<file path="config.mk">
export PLATFORM = sky130hd
export DESIGN_NAME = conv1d_seq_ctrl
export DESIGN_NICKNAME = d
export VERILOG_FILES = /design/src/rtl/conv1d_seq_ctrl.sv
export SDC_FILE = /design/constraint.sdc
export NUM_CORES = 1
export LEC_CHECK = 0
export BUFFER_PORTS_ARGS = -buffer_cell sky130_fd_sc_hd__buf_2
export CAP_MARGIN = 20
export CORE_MARGIN = 2
export CORE_UTILIZATION = 49
export DETAILED_ROUTE_END_ITERATION = 16
export PLACE_DENSITY = 0.77
export SETUP_SLACK_MARGIN = 0.3
export SLEW_MARGIN = 20
export SYNTH_ARGS = -nofsm -noshare
export SYNTH_HDL_FRONTEND = slang
export SYNTH_SLANG_ARGS = --single-unit
</file>
<file path="constraint.sdc">
create_clock -name clk -period 2 [get_ports clk]
set_input_delay 0.3 -clock clk [delete_from_list [all_inputs] [get_ports clk]]
set_output_delay 0.3 -clock clk [all_outputs]
set_load 0.02 [all_outputs]
</file>
<file path="src/rtl/conv1d_seq_ctrl.sv">
// conv1d_seq_ctrl: sequencer for a K-tap 1-D convolution systolic array.
// It loads K tap weights into a bank, streams sig_len samples into the array
// head, drops the K-1 warm-up results from the array tail, and forwards the
// remaining results with a last flag.
// Optional: define CONV_SEQ_CTRL_PERF_EN to add the perf_cycles/perf_stall
// counters.
module conv1d_seq_ctrl #(
  parameter int DATA_WIDTH = 8,
  parameter int K          = 3,
  parameter int LEN_W      = 10,
  parameter int PE_LAT     = 2
) (
  input  logic                    clk,
  input  logic                    rst_n,
  input  logic                    start,
  input  logic [LEN_W-1:0]        sig_len,
  input  logic                    w_valid,
  input  logic [DATA_WIDTH-1:0]   w_data,
  output logic                    w_ready,
  input  logic                    x_valid,
  input  logic [DATA_WIDTH-1:0]   x_data,
  output logic                    x_ready,
  output logic                    arr_valid,
  output logic [DATA_WIDTH-1:0]   arr_data,
  output logic [K*DATA_WIDTH-1:0] arr_weight,
  input  logic                    arr_res_valid,
  input  logic [15:0]             arr_res,
  output logic                    y_valid,
  output logic [15:0]             y_data,
  output logic                    y_last,
  output logic                    busy,
  output logic                    done,
  output logic                    err
`ifdef CONV_SEQ_CTRL_PERF_EN
  ,
  output logic [31:0]             perf_cycles,
  output logic [31:0]             perf_stall
`endif
);

  // Reject unsupported configurations at elaboration time.
  if (K < 2 || K > 16 || PE_LAT < 1) begin : g_bad_param
    $error("conv1d_seq_ctrl: K must be 2..16 and PE_LAT >= 1");
  end

  typedef enum logic [2:0] {IDLE, LOAD_W, STREAM, DRAIN, DONE} state_t;

  localparam int WC_W = $clog2(K);

  state_t                         state;
  logic [LEN_W-1:0]               len;
  logic [LEN_W-1:0]               issued;
  logic [LEN_W-1:0]               rcv;
  logic [WC_W-1:0]                w_cnt;
  logic [K-1:0][DATA_WIDTH-1:0]   w_bank;

  logic len_bad, start_ok, w_hs, x_hs, res_act, warm;

  // A length shorter than the tap count yields no valid output at all.
  assign len_bad  = (sig_len < LEN_W'(K)) || (sig_len == '0);
  assign start_ok = (state == IDLE) && start && !len_bad;
  assign w_ready  = (state == LOAD_W);
  // issued < len always holds in STREAM; the compare just makes the intent explicit.
  assign x_ready  = (state == STREAM) && (issued < len);
  assign busy     = (state != IDLE);
  assign w_hs     = w_valid && w_ready;
  assign x_hs     = x_valid && x_ready;
  assign res_act  = arr_res_valid && ((state == STREAM) || (state == DRAIN));
  assign warm     = (rcv < LEN_W'(K - 1));
  assign arr_weight = w_bank;

  // Control FSM: length latch, weight/sample counters, done/err pulses.
  always_ff @(posedge clk or negedge rst_n) begin
    if (!rst_n) begin
      state  <= IDLE;
      len    <= '0;
      w_cnt  <= '0;
      issued <= '0;
      done   <= 1'b0;
      err    <= 1'b0;
    end else begin
      done <= 1'b0;
      err  <= 1'b0;
      case (state)
        IDLE: begin
          if (start) begin
            len <= sig_len;
            if (len_bad) begin
              err <= 1'b1;
            end else begin
              state  <= LOAD_W;
              w_cnt  <= '0;
              issued <= '0;
            end
          end
        end
        LOAD_W: begin
          if (w_hs) begin
            if (w_cnt == WC_W'(K - 1)) state <= STREAM;
            else                       w_cnt <= w_cnt + WC_W'(1);
          end
        end
        STREAM: begin
          if (x_hs) begin
            issued <= issued + LEN_W'(1);
            if ((issued + LEN_W'(1)) == len) state <= DRAIN;
          end
        end
        DRAIN: begin
          // y_last is on the outputs this cycle; completion follows it.
          if (y_last) begin
            state <= DONE;
            done  <= 1'b1;
          end
        end
        DONE:    state <= IDLE;
        default: state <= IDLE;
      endcase
    end
  end

  // Weight bank: tap w_cnt captures each accepted weight word; held otherwise.
  always_ff @(posedge clk or negedge rst_n) begin
    if (!rst_n) begin
      w_bank <= '0;
    end else begin
      for (int i = 0; i < K; i++) begin
        if (w_hs && (w_cnt == WC_W'(i))) w_bank[i] <= w_data;
      end
    end
  end

  // Array head: register accepted samples; data holds when no sample moves.
  always_ff @(posedge clk or negedge rst_n) begin
    if (!rst_n) begin
      arr_valid <= 1'b0;
      arr_data  <= '0;
    end else begin
      arr_valid <= x_hs;
      if (x_hs) arr_data <= x_data;
    end
  end

  // Result path: count tail results, drop warm-up, forward the rest.
  always_ff @(posedge clk or negedge rst_n) begin
    if (!rst_n) begin
      rcv     <= '0;
      y_valid <= 1'b0;
      y_data  <= '0;
      y_last  <= 1'b0;
    end else begin
      y_valid <= 1'b0;
      y_last  <= 1'b0;
      if (start_ok) begin
        rcv <= '0;
      end else if (res_act) begin
        rcv <= rcv + LEN_W'(1);
        if (!warm) begin
          y_valid <= 1'b1;
          y_data  <= arr_res;
          // Result index len-1 is output number len-K+1, the final one.
          y_last  <= (rcv == (len - LEN_W'(1)));
        end
      end
    end
  end

`ifdef CONV_SEQ_CTRL_PERF_EN
  // Perf counters: restart on an accepted start, freeze once back in IDLE.
  always_ff @(posedge clk or negedge rst_n) begin
    if (!rst_n) begin
      perf_cycles <= '0;
      perf_stall  <= '0;
    end else if (start_ok) begin
      perf_cycles <= '0;
      perf_stall  <= '0;
    end else begin
      if (busy) perf_cycles <= perf_cycles + 32'd1;
      if ((state == STREAM) && x_ready && !x_valid) perf_stall <= perf_stall + 32'd1;
    end
  end
`endif

endmodule

</file>
==> flow_summary_export.csv <==
group,metric,value,unit
logic_synthesis,postSynthAreaPerCell,10.3,µm²
place,placement.cell_area,5420,µm²
timing,worst_clock_skew,0.0177,ns
run,max_cap_violations,0,
setup_path,critical_path_arrival,1.86,ns
logic_synthesis,postSynth.topFlopCell,"sky130_fd_sc_hd__dfrtp_1",
routing,drt_iter0_drcs,92,
clock_tree,numCtsBuffers,9,
logic_synthesis,netlist.area_leader.share,49.8,%
floorplanning,core_area,8720,µm²
logic_synthesis,synth.net_count,493,
layout,n_antenna_cell,0,
status,violations,"setup timing",
timing,setup_ws,-0.156,ns
clock_tree,clkLatencyLatePin,0.37,ns
setup_path,startpoint_type,"flip-flop",
floorplanning,floorplan.initialDensity,50.7,%
logic_synthesis,post_synth_instance_area,4430,µm²
grt,grt_overflow,0,
logic_synthesis,synth-edff-count,0,
timing,max_freq,464,MHz
worst_hold_path,worst_hold_path.num_cells,3,
layout,final_layout_size_suffix_gt1_share,49.7,%
layout,final-seq-area,2210,µm²
floorplanning,die_area,9810,µm²
worst_hold_path,worst_min_path_class,"input port to flip-flop",
floorplanning,fp.dieH,99.0,µm
grt,grt_start_max_net_pins,36,
power,static_leakage,0.00298,µW
floorplanning,die_w,99.0,µm
routing,wl_per_cell,17.4,µm
timing,slew_violations,0,
timing,setup_repair_after_global_routing_missed_its_margin,"true",
logic_synthesis,ys_warn_count,0,
logic_synthesis,post_synth_main_area_contributors,"sky130_fd_sc_hd__dfrtp_1 50%, sky130_fd_sc_hd__mux2_2 10%, sky130_fd_sc_hd__nand2_1 5.3%, sky130_fd_sc_hd__ha_1 4.5%, sky130_fd_sc_hd__o21ai_0 3.6%",
timing,setup_viol_count_final,10,
timing,timing.slew.headroom,67.5,%
logic_synthesis,post_synthesis_cell_type_with_the_largest_combined_area,"sky130_fd_sc_hd__dfrtp_1",
logic_synthesis,netlist-cell-type-count,46,
floorplanning,row_count,34,
timing,final_period_minus_worst_setup_slack,2.16,ns
routing,post_drt_via_cell_ratio,5.45,
logic_synthesis,ys_ff_latch,88,
routing,drt.antenna.violating_nets,0,
logic_synthesis,synth.yosys.seq_area_share,49.8,%
grt,antenna_found_initial,0,
setup_path,critical_path.max_fanout,2,
logic_synthesis,synth_cells,429,
place,dp_hpwl,8.30,mm
setup_path,number_of_cell_instances_on_the_worst_register_to_register_path,10,
routing,finalWirelength,12.3,mm
layout,multi_input_comb_area,2490,µm²
power,power_density,1490,nW/µm²
routing,num_vias,3873,
logic_synthesis,async_flop_share,100,%
setup_path,timing.critical_path.required,1.70,ns
routing,drc,0,
grt,groute.usage.overall,24.0,%
grt,grt_first_pass_wirelength,18.7,mm
grt,grt_pass1_vias,3808,
place,port_buffers,103,
layout,nNetsFinal,661,
floorplanning,num_io_pins,104,
timing,final_min_period_over_clock_period,108,%
clock_tree,cts_max_level,3,
layout,finalInstanceArea,6280,µm²
setup_path,criticalPathCategory,"flip-flop to primary output",
timing,timing_worst_slew_pin_value,0.488,ns
layout,layout.filler_cells,662,
setup_path,end_kind,"primary output",
clock_tree,cts-root-buf,"sky130_fd_sc_hd__clkbuf_8",
place,place_congestion,0.925,
layout,finalCoreUtilization,72.0,%
routing,drt-pass1-iter-count,4,
layout,areaGrowthSynthToFinish,41.8,%
power,power.ir.vdd_worst,0.668,mV
status,run_status,"complete, but fails checks",
timing,hold_violations,0,
clock_tree,clk_pin_slew,0.10,ns
clock_tree,tritoncts_clock_tree,"done",
timing,fin_setup_tns,-0.568,ns
clock_tree,cts.path.max_buffers,2,
clock_tree,cts_sinks,88,
[cell families after synthesis]
group | after synthesis | synth area share (%)
flops | 88 | 49.8
mux | 41 | 10.4
compound gates | 67 | 9.47
buf+inv | 38 | 3.42
fa+ha+maj | 16 | 4.52
simple gates | 147 | 16.1
xor+xnor | 32 | 6.33
[final timing paths]
check,startpoint,endpoint,slack (ns)
setup / recovery,len[3],x_ready,-0.16
hold / removal,x_data[5],arr_data[5],0.11
hold reg to reg,arr_data[7],arr_data[7],0.47
max in group asynchronous,rst_n,y_data[9],0.90
setup reg to reg,len[1],state[0],-0.08
min in group asynchronous,rst_n,len[5],0.40
[worst max-delay path: stages (launching register included)]
cell and delay [ns]:
sky130_fd_sc_hd__dfrtp_1 0.41, sky130_fd_sc_hd__inv_4 0.05, sky130_fd_sc_hd__ha_4 0.25, sky130_fd_sc_hd__and4_4 0.22, sky130_fd_sc_hd__o21ai_2 0.06, sky130_fd_sc_hd__a41o_1 0.20
sky130_fd_sc_hd__and2_4 0.15, sky130_fd_sc_hd__buf_6 0.12
[final cells by class]
cell class                      count  share of cell area, %
Multi-Input combinational cell    303                   39.7
Sequential cell                    88                   35.2
Timing Repair Buffer              176                   18.9
Tap cell                          108                   2.15
Clock buffer                       10                   2.03
Inverter                           19                   1.22
Clock inverter                      6                  0.817
[synthesized netlist by cell type, types with 2 or more instances]
cell	instances
sky130_fd_sc_hd__nor4_1	8
sky130_fd_sc_hd__xnor2_1	18
sky130_fd_sc_hd__o31ai_1	5
sky130_fd_sc_hd__o311ai_0	2
sky130_fd_sc_hd__o41ai_1	2
sky130_fd_sc_hd__buf_2	4
sky130_fd_sc_hd__nor3_1	10
sky130_fd_sc_hd__and3_1	3
sky130_fd_sc_hd__a21oi_1	9
sky130_fd_sc_hd__nor2b_1	2
sky130_fd_sc_hd__nor2_1	21
sky130_fd_sc_hd__inv_1	19
sky130_fd_sc_hd__nor3b_1	5
sky130_fd_sc_hd__nand2_1	63
sky130_fd_sc_hd__o21ai_0	32
sky130_fd_sc_hd__clkbuf_1	14
sky130_fd_sc_hd__or3_1	3
sky130_fd_sc_hd__nand4_1	6
sky130_fd_sc_hd__o211ai_1	2
sky130_fd_sc_hd__dfrtp_1	88
sky130_fd_sc_hd__a31oi_1	6
sky130_fd_sc_hd__mux2_2	40
sky130_fd_sc_hd__ha_1	16
sky130_fd_sc_hd__and2_1	4
sky130_fd_sc_hd__xor2_1	14
sky130_fd_sc_hd__nand3_1	11
sky130_fd_sc_hd__nand2b_1	3
[state kept, by name, summed over array words and instances, names as in the netlist]
name and flops:
state 3, err 1, rcv 10, y_data 16, len 10, arr_data 8
y_valid 1, y_last 1, w_cnt 2, issued 10, arr_weight 24, done 1
arr_valid 1
[metal layers]
layer / wire length [µm] / part of all wire, % / GRT usage, % / vias up
met5: 0 / 0 / 0 / -
met4: 323 / 2.6 / 8.54 / 0
met3: 657 / 5.3 / 3.69 / 31
met2: 5990 / 49 / 40.0 / 129
met1: 5380 / 44 / 31.9 / 1883
li1: - / - / - / 1830
[report_power, final]
part	switching [µW]	internal [µW]	total [µW]
clock network	705	467	1170
logic	2760	2440	5200
registers	467	2480	2950
total	3930	5390	9320
[cell usage in the layout, fill, tap and decap left out, types with 4 or more instances in the layout]
cell                       count
sky130_fd_sc_hd__a31oi_1       6
sky130_fd_sc_hd__o21ai_0      14
sky130_fd_sc_hd__mux2_2       24
sky130_fd_sc_hd__clkbuf_8      9
sky130_fd_sc_hd__buf_6        14
sky130_fd_sc_hd__xor2_1       13
sky130_fd_sc_hd__dfrtp_1      81
sky130_fd_sc_hd__nand2_1      59
sky130_fd_sc_hd__dfrtp_2       7
sky130_fd_sc_hd__inv_1        11
sky130_fd_sc_hd__nor4_1        6
sky130_fd_sc_hd__o21ai_1      13
sky130_fd_sc_hd__a21oi_1       8
sky130_fd_sc_hd__buf_12        4
sky130_fd_sc_hd__and2_4        4
sky130_fd_sc_hd__xnor2_1      18
sky130_fd_sc_hd__nor3_1        6
sky130_fd_sc_hd__ha_1          8
sky130_fd_sc_hd__nor2_4        6
sky130_fd_sc_hd__inv_2         6
sky130_fd_sc_hd__nor3b_1       4
sky130_fd_sc_hd__nor2_1       14
sky130_fd_sc_hd__nand3_1      10
sky130_fd_sc_hd__ha_4          8
sky130_fd_sc_hd__nand4_1       6
sky130_fd_sc_hd__buf_2        99
sky130_fd_sc_hd__o21ai_2       4
sky130_fd_sc_hd__buf_4        57
sky130_fd_sc_hd__mux2_4       16
sky130_fd_sc_hd__nand2_2       4
[repair_timing]
| action | CTS | global route |
|---|---|---|
| endpoints found under the setup margin | 69 | 68 |
| endpoints found under the hold margin | 33 | 0 |
| setup buffers | 16 | 12 |
| pin swaps | 6 | 17 |
| hold buffers | 1 | 0 |
| gates resized for setup | 55 | 63 |
| cloned | 1 | 1 |
[per-stage QoR]
stage	hold WS [ns]	instances	total power [µW]	setup slack [ns]
floorplan	0.00441	429	5740	0.129
global placement	0.287	663	7010	0.0565
detailed placement	0.295	663	7180	-0.0195
CTS	0.110	697	8760	-0.140
global route	0.123	710	9910	-0.198
finish	0.110	710	9320	-0.156
Power figures use the tool's default switching activity.
